--- config.mk ---
export PLATFORM = sky130hd
export DESIGN_NAME = gpio_input_irq_flat
export DESIGN_NICKNAME = d
export VERILOG_FILES = /design/src/rtl/gpio_pkg.sv /design/src/rtl/gpio_input_irq_if.sv /design/src/rtl/gpio_debounce_bit.sv /design/src/rtl/gpio_input_irq.sv /design/src/flat_wrapper.sv
export SDC_FILE = /design/constraint.sdc
export NUM_CORES = 1
export LEC_CHECK = 0
export ABC_AREA = 1
export CAP_MARGIN = 30
export CELL_PAD_IN_SITES_DETAIL_PLACEMENT = 1
export CELL_PAD_IN_SITES_GLOBAL_PLACEMENT = 2
export CORE_MARGIN = 10
export CORE_UTILIZATION = 27
export CTS_BUF_LIST = sky130_fd_sc_hd__clkbuf_8 sky130_fd_sc_hd__clkbuf_16
export DETAILED_ROUTE_END_ITERATION = 16
export MAX_ROUTING_LAYER = met4
export PLACE_DENSITY_LB_ADDON = 0.1
export REMOVE_ABC_BUFFERS = 1
export SYNTH_ARGS = -nofsm -noshare
export SYNTH_HDL_FRONTEND = slang
export SYNTH_SLANG_ARGS = --single-unit
--- constraint.sdc ---
create_clock -name clk -period 2.2 [get_ports clk]
set_input_delay 0.33 -clock clk [delete_from_list [all_inputs] [get_ports clk]]
set_output_delay 0.33 -clock clk [all_outputs]
set_load 0.02 [all_outputs]
--- src/rtl/gpio_pkg.sv ---
// Shared constants for the GPIO input path: default widths and direction encoding.
package gpio_pkg;
  localparam int GPIO_WIDTH       = 16;
  localparam int GPIO_SYNC_STAGES = 2;
  localparam int GPIO_DEB_W       = 4;

  localparam logic GPIO_DIR_IN  = 1'b0;
  localparam logic GPIO_DIR_OUT = 1'b1;
endpackage

--- src/rtl/gpio_input_irq_if.sv ---
// Bus bundle between the register interface (master) and the GPIO input/IRQ block (slave).
interface gpio_input_irq_if
  import gpio_pkg::*;
#(
  parameter int WIDTH = GPIO_WIDTH,
  parameter int DEB_W = GPIO_DEB_W
);
  logic [WIDTH-1:0] gpio_data_in;
  logic [WIDTH-1:0] gpio_dir;
  logic [WIDTH-1:0] irq_en;
  logic [WIDTH-1:0] irq_rise_en;
  logic [WIDTH-1:0] irq_fall_en;
  logic [WIDTH-1:0] irq_clr;
  logic [DEB_W-1:0] deb_limit;
  logic [WIDTH-1:0] data_stable;
  logic [WIDTH-1:0] irq_status;
  logic             irq;

  modport master (
    output gpio_data_in, gpio_dir, irq_en, irq_rise_en, irq_fall_en, irq_clr, deb_limit,
    input  data_stable, irq_status, irq
  );

  modport slave (
    input  gpio_data_in, gpio_dir, irq_en, irq_rise_en, irq_fall_en, irq_clr, deb_limit,
    output data_stable, irq_status, irq
  );
endinterface

--- src/rtl/gpio_debounce_bit.sv ---
// One GPIO bit: synchronizer, debounce counter (only when GPIO_DEBOUNCE_EN is defined), edge detect.
// Without GPIO_DEBOUNCE_EN the stable value is the synchronized input registered once.
module gpio_debounce_bit
  import gpio_pkg::*;
#(
  parameter int SYNC_STAGES = GPIO_SYNC_STAGES,
  parameter int DEB_W       = GPIO_DEB_W
) (
  input  logic             clk,
  input  logic             rst_n,
  input  logic             i_din,
  input  logic             i_dir,
  input  logic [DEB_W-1:0] i_deb_limit,
  output logic             o_stable,
  output logic             o_rise,
  output logic             o_fall
);

  logic [SYNC_STAGES-1:0] r_sync;
  logic                   r_stable;
  logic                   r_rise;
  logic                   r_fall;
  logic                   w_sync;
  logic                   w_stable_nxt;
  logic                   w_is_in;

  assign w_sync  = r_sync[SYNC_STAGES-1];
  assign w_is_in = (i_dir == GPIO_DIR_IN);

  // Metastability synchronizer chain
  always_ff @(posedge clk or negedge rst_n) begin
    if (!rst_n) begin
      r_sync <= {SYNC_STAGES{1'b0}};
    end else begin
      r_sync <= {r_sync[SYNC_STAGES-2:0], i_din};
    end
  end

`ifdef GPIO_DEBOUNCE_EN
  localparam logic [DEB_W-1:0] CNT_MAX  = {DEB_W{1'b1}};
  localparam logic [DEB_W-1:0] CNT_ZERO = {DEB_W{1'b0}};
  localparam logic [DEB_W-1:0] CNT_ONE  = {{(DEB_W-1){1'b0}}, 1'b1};

  logic [DEB_W-1:0] r_cnt;
  logic [DEB_W-1:0] w_cnt_nxt;

  // Debounce: >= so that lowering the limit mid-count takes effect on the next mismatch
  always_comb begin
    w_cnt_nxt    = r_cnt;
    w_stable_nxt = r_stable;
    if (!w_is_in) begin
      w_cnt_nxt    = CNT_ZERO;
      w_stable_nxt = 1'b0;
    end else if (w_sync != r_stable) begin
      if (r_cnt >= i_deb_limit) begin
        w_cnt_nxt    = CNT_ZERO;
        w_stable_nxt = w_sync;
      end else if (r_cnt != CNT_MAX) begin
        w_cnt_nxt = r_cnt + CNT_ONE;
      end else begin
        w_cnt_nxt = r_cnt;
      end
    end else begin
      w_cnt_nxt = CNT_ZERO;
    end
  end

  // Debounce counter register
  always_ff @(posedge clk or negedge rst_n) begin
    if (!rst_n) begin
      r_cnt <= CNT_ZERO;
    end else begin
      r_cnt <= w_cnt_nxt;
    end
  end
`else
  logic w_unused_limit;
  assign w_unused_limit = ^i_deb_limit;

  // Pass-through path: stable value is the synchronized input, forced low on output bits
  always_comb begin
    w_stable_nxt = 1'b0;
    if (w_is_in) begin
      w_stable_nxt = w_sync;
    end else begin
      w_stable_nxt = 1'b0;
    end
  end
`endif

  // Stable value and registered edges; the forced drop on output bits is not an edge
  always_ff @(posedge clk or negedge rst_n) begin
    if (!rst_n) begin
      r_stable <= 1'b0;
      r_rise   <= 1'b0;
      r_fall   <= 1'b0;
    end else begin
      r_stable <= w_stable_nxt;
      r_rise   <= w_is_in & w_stable_nxt & ~r_stable;
      r_fall   <= w_is_in & ~w_stable_nxt & r_stable;
    end
  end

  assign o_stable = r_stable;
  assign o_rise   = r_rise;
  assign o_fall   = r_fall;

endmodule

--- src/rtl/gpio_input_irq.sv ---
// GPIO input path top: per-bit debounce/edge detect, sticky interrupt status, irq reduction.
// Optional macro GPIO_DEBOUNCE_EN enables the per-bit debounce counters.
module gpio_input_irq
  import gpio_pkg::*;
#(
  parameter int WIDTH       = GPIO_WIDTH,
  parameter int SYNC_STAGES = GPIO_SYNC_STAGES,
  parameter int DEB_W       = GPIO_DEB_W
) (
  input  logic           clk,
  input  logic           rst_n,
  gpio_input_irq_if.slave bus
);

  logic [WIDTH-1:0] w_stable;
  logic [WIDTH-1:0] w_rise;
  logic [WIDTH-1:0] w_fall;
  logic [WIDTH-1:0] w_set;
  logic [WIDTH-1:0] r_status;

  for (genvar g = 0; g < WIDTH; g++) begin : g_bit
    gpio_debounce_bit #(
      .SYNC_STAGES (SYNC_STAGES),
      .DEB_W       (DEB_W)
    ) u_bit (
      .clk         (clk),
      .rst_n       (rst_n),
      .i_din       (bus.gpio_data_in[g]),
      .i_dir       (bus.gpio_dir[g]),
      .i_deb_limit (bus.deb_limit),
      .o_stable    (w_stable[g]),
      .o_rise      (w_rise[g]),
      .o_fall      (w_fall[g])
    );
  end

  assign w_set = bus.irq_en & ~bus.gpio_dir &
                 ((w_rise & bus.irq_rise_en) | (w_fall & bus.irq_fall_en));

  // Sticky status: set has priority over a same-cycle clear
  always_ff @(posedge clk or negedge rst_n) begin
    if (!rst_n) begin
      r_status <= {WIDTH{1'b0}};
    end else begin
      r_status <= (r_status & ~bus.irq_clr) | w_set;
    end
  end

  assign bus.data_stable = w_stable;
  assign bus.irq_status  = r_status;
  assign bus.irq         = |(r_status & bus.irq_en);

endmodule

--- src/flat_wrapper.sv ---
// flat-port wrapper written by rule: the top's interface ports become plain ports
module gpio_input_irq_flat import gpio_pkg::*;
#(
  parameter int WIDTH       = GPIO_WIDTH,
  parameter int SYNC_STAGES = GPIO_SYNC_STAGES,
  parameter int DEB_W       = GPIO_DEB_W
)
  (clk, rst_n, bus_gpio_data_in, bus_gpio_dir, bus_irq_en, bus_irq_rise_en, bus_irq_fall_en, bus_irq_clr, bus_deb_limit, bus_data_stable, bus_irq_status, bus_irq);
  gpio_input_irq_if #(.WIDTH(WIDTH), .DEB_W(DEB_W)) bus_i ();
  input  logic clk;
  input  logic rst_n;
  input wire logic [$bits(bus_i.gpio_data_in)-1:0] bus_gpio_data_in;
  input wire logic [$bits(bus_i.gpio_dir)-1:0] bus_gpio_dir;
  input wire logic [$bits(bus_i.irq_en)-1:0] bus_irq_en;
  input wire logic [$bits(bus_i.irq_rise_en)-1:0] bus_irq_rise_en;
  input wire logic [$bits(bus_i.irq_fall_en)-1:0] bus_irq_fall_en;
  input wire logic [$bits(bus_i.irq_clr)-1:0] bus_irq_clr;
  input wire logic [$bits(bus_i.deb_limit)-1:0] bus_deb_limit;
  output wire logic [$bits(bus_i.data_stable)-1:0] bus_data_stable;
  output wire logic [$bits(bus_i.irq_status)-1:0] bus_irq_status;
  output wire logic [$bits(bus_i.irq)-1:0] bus_irq;
  assign bus_i.gpio_data_in = bus_gpio_data_in;
  assign bus_i.gpio_dir = bus_gpio_dir;
  assign bus_i.irq_en = bus_irq_en;
  assign bus_i.irq_rise_en = bus_irq_rise_en;
  assign bus_i.irq_fall_en = bus_irq_fall_en;
  assign bus_i.irq_clr = bus_irq_clr;
  assign bus_i.deb_limit = bus_deb_limit;
  assign bus_data_stable = bus_i.data_stable;
  assign bus_irq_status = bus_i.irq_status;
  assign bus_irq = bus_i.irq;
  gpio_input_irq #(.WIDTH(WIDTH), .SYNC_STAGES(SYNC_STAGES), .DEB_W(DEB_W)) u_core (.clk(clk), .rst_n(rst_n), .bus(bus_i));
endmodule
==> flow_summary.yaml <==
logic_synthesis:
  yosys.cell_types.count: 10
  syn_area_sq_um: 3422
  synthTopCellsByArea: "dfrtp_1 (70%), nand2_1 (9.9%), inv_1 (4.6%), nor2_1 (3.7%), buf_4 (3.5%)"
  seq_area_frac_synth_pct: 70.20
  ys_ff_latch: 96
  syn_avg_cell_area_sq_um: 10.46
  yosysTopAreaCell: "dfrtp_1"
  yosysTopAreaCellShare_pct: 70.20
  synthCells: 327
  ys_warn_count: 0
layout:
  final_common_cell: "clkdlybuf4s50_1"
  diodes: 0
  syn_to_final_growth_pct: 51.37
  final_core_util_pct: 41.38
  fin_nets: 557
  final_cell_mix: "clkdlybuf4s50_1 (128), dfrtp_1 (96), nand2_1 (90)"
  drive_gt1_share_pct: 3.696
cts:
  clkTransAtPathRegs_ns: 0.06
  clk_path_buf_depth: 2
  cts_tree: "built"
  htree_levels: 3
  insertion_delay_ns: 0.35
  cts.sinks: 96
  numCtsBuffers: 9
  cts-root-buf: "clkbuf_16"
min_path:
  worstHoldPathCells: 0
  hold_path.class: "register to register"
  hp-start: "u_core.g_bit[6].u_bit.r_sync[0]"
sta:
  fmax_ghz: 0.5632
  worst_pin_slew_ns: 0.5659
  rsz0062_at_grt: "no"
  skew_ns: 0.006116
  setup-violations-final: 0
  relSlewSlack_pct: 62.27
  slew_violations: 0
  holdWs_ns: 0.3476
  min_period_over_period_pct: 80.71
  period_needed_ns: 1.776
  finalHoldViolCount: 0
  tns_ns: 0
power:
  power.density_nw_per_um2: 766.6
  p_leak_nw: 2.412
  ir_worst_vdd_v: 0.0002734
route:
  drc: 0
  drt_wl_total_mm: 9.028
  dr_total_vias: 2511
  antenna_left: 0
  wl_per_cell_microns: 14.28
  vias_per_cell: 3.973
  dr.pass1.iters: 4
  drt_iter0_markers: 136
placement:
  globalplace.congestion: 0.7287
  port_buffers: 130
  dp_hpwl_mm: 7.208
critical_path:
  cp-end-kind: "output pin"
  timing.rr.start: "u_core.g_bit[0].u_bit.o_rise"
  cp-endpoint: "bus_irq"
  worstSetupPathType: "input port to output pin"
  path_common_cell: "nand2_1"
  rr_worst_depth: 4
  r2r-end: "u_core.bus.irq_status[0]"
  startpoint_type: "input port"
  critPathArrivalTime_ns: 1.45
  slowest_delay_ns: 0.49
  cp.required_ns: 1.87
  cp_max_fo: 2
  r2r_slack_ns: 1.44
  crit_slowest_cell: "clkdlybuf4s50_1"
  critPathLaunch: "bus_irq_en[6]"
  path_cells: "clkdlybuf4s50_1 -> nand2_1 -> nand2_1 -> inv_1 -> nand2_1 -> nor2_1 -> nand2_1 -> dlymetal6s2s_1"
global_routing:
  gr-usage-met2_pct: 16.66
  grt_pass1_wl_mm: 14.60
  grt_pass1_vias: 2900
  busiest_layer: "met2"
  grt.total_usage_pct: 10.97
  grt_util_met3_pct: 3.671
  overflow: 0
  grt_max_degree: 43
  antenna_found_initial: 0
  globalRouteMet1Util_pct: 12.55
die:
  die_x_microns: 132.6
  start_util_pct: 27.34
  dieArea_sq_um: 17580
  die_h_microns: 132.6
  io_pins: 135
  rows: 41
  coreArea_sq_um: 12520
outcome:
  status: "completed"
run:
  drv_cap: 0
-- logic make-up after synthesis --
kind of cell,after synthesis,synth area share (%)
AO/OA/AOI/OAI,16,2.340
buffers and inverters,58,8.117
flip-flops,96,70.20
AND/OR/NAND/NOR,157,19.34
-- cell usage after synthesis --
cell      count
nand2_1      90
buf_4        16
nor2_1       34
dfrtp_1      96
nor3_1       16
o21ai_0      16
nand3b_1     12
inv_1        42
nand4_1       1
nand3_1       4
-- power by group --
part | switching, W | internal (W)
combinational | 0.000180 | 0.000242
clock | 0.000648 | 0.00102
sequential | 0.0000349 | 0.00184
total | 0.000863 | 0.00311
-- critical path, delay by kind of cell --
kind,cells,cell delay [ns]
buffers and inverters,3,0.79
AND/OR/NAND/NOR,5,0.31
-- layout make-up --
type	count	area, sq um
clock inverter	6	85.08
timing repair buffer	133	1339
tap	172	215.2
sequential	96	2402
fill	1429	7337
clock buffer	10	239.0
inverter	42	157.7
multi-input combinational	173	742.0
-- worst min path at each step --
stage,end
floorplan,u_core.bus.irq_status[0]
CTS,u_core.g_bit[6].u_bit.r_sync[1]
global placement,u_core.g_bit[5].u_bit.r_sync[1]
detailed placement,u_core.g_bit[6].u_bit.r_sync[1]
finish,u_core.g_bit[6].u_bit.r_sync[1]
global route,u_core.g_bit[13].u_bit.r_sync[1]
-- metal layers --
metal	part of all wire (%)	vias up
met5	0	-
met1	46	1185
met2	48	77
li1	-	1241
met4	1.4	0
met3	5.2	8
-- stage by stage --
step / instances / total power [W] / cell area, sq um / worst slack (ns)
after floorplan: 311 / 0.002017 / 3302 / 0.9875
after global placement: 615 / 0.002335 / 4843 / 0.03785
after detailed placement: 615 / 0.002344 / 4843 / 0.01712
final: 632 / 0.003971 / 5180 / 0.4244
after CTS: 632 / 0.004066 / 5177 / 0.01606
after global routing: 632 / 0.004174 / 5180 / 0.3335
-- state kept, by name, summed over array words and instances (netlist names) --
signal	cells
u_core.g_bit.u_bit.o_stable	16
u_core.g_bit.u_bit.r_sync	32
u_core.g_bit.u_bit.o_rise	16
u_core.g_bit.u_bit.o_fall	16
u_core.bus.irq_status	16
-- repair_timing --
action	CTS	global route
setup endpoints to repair	0	1
hold endpoints to repair	40	0
buffers inserted	0	0
hold buffers	1	0
resized for setup	0	1
Note: power is estimated with default switching activity, not from simulation.
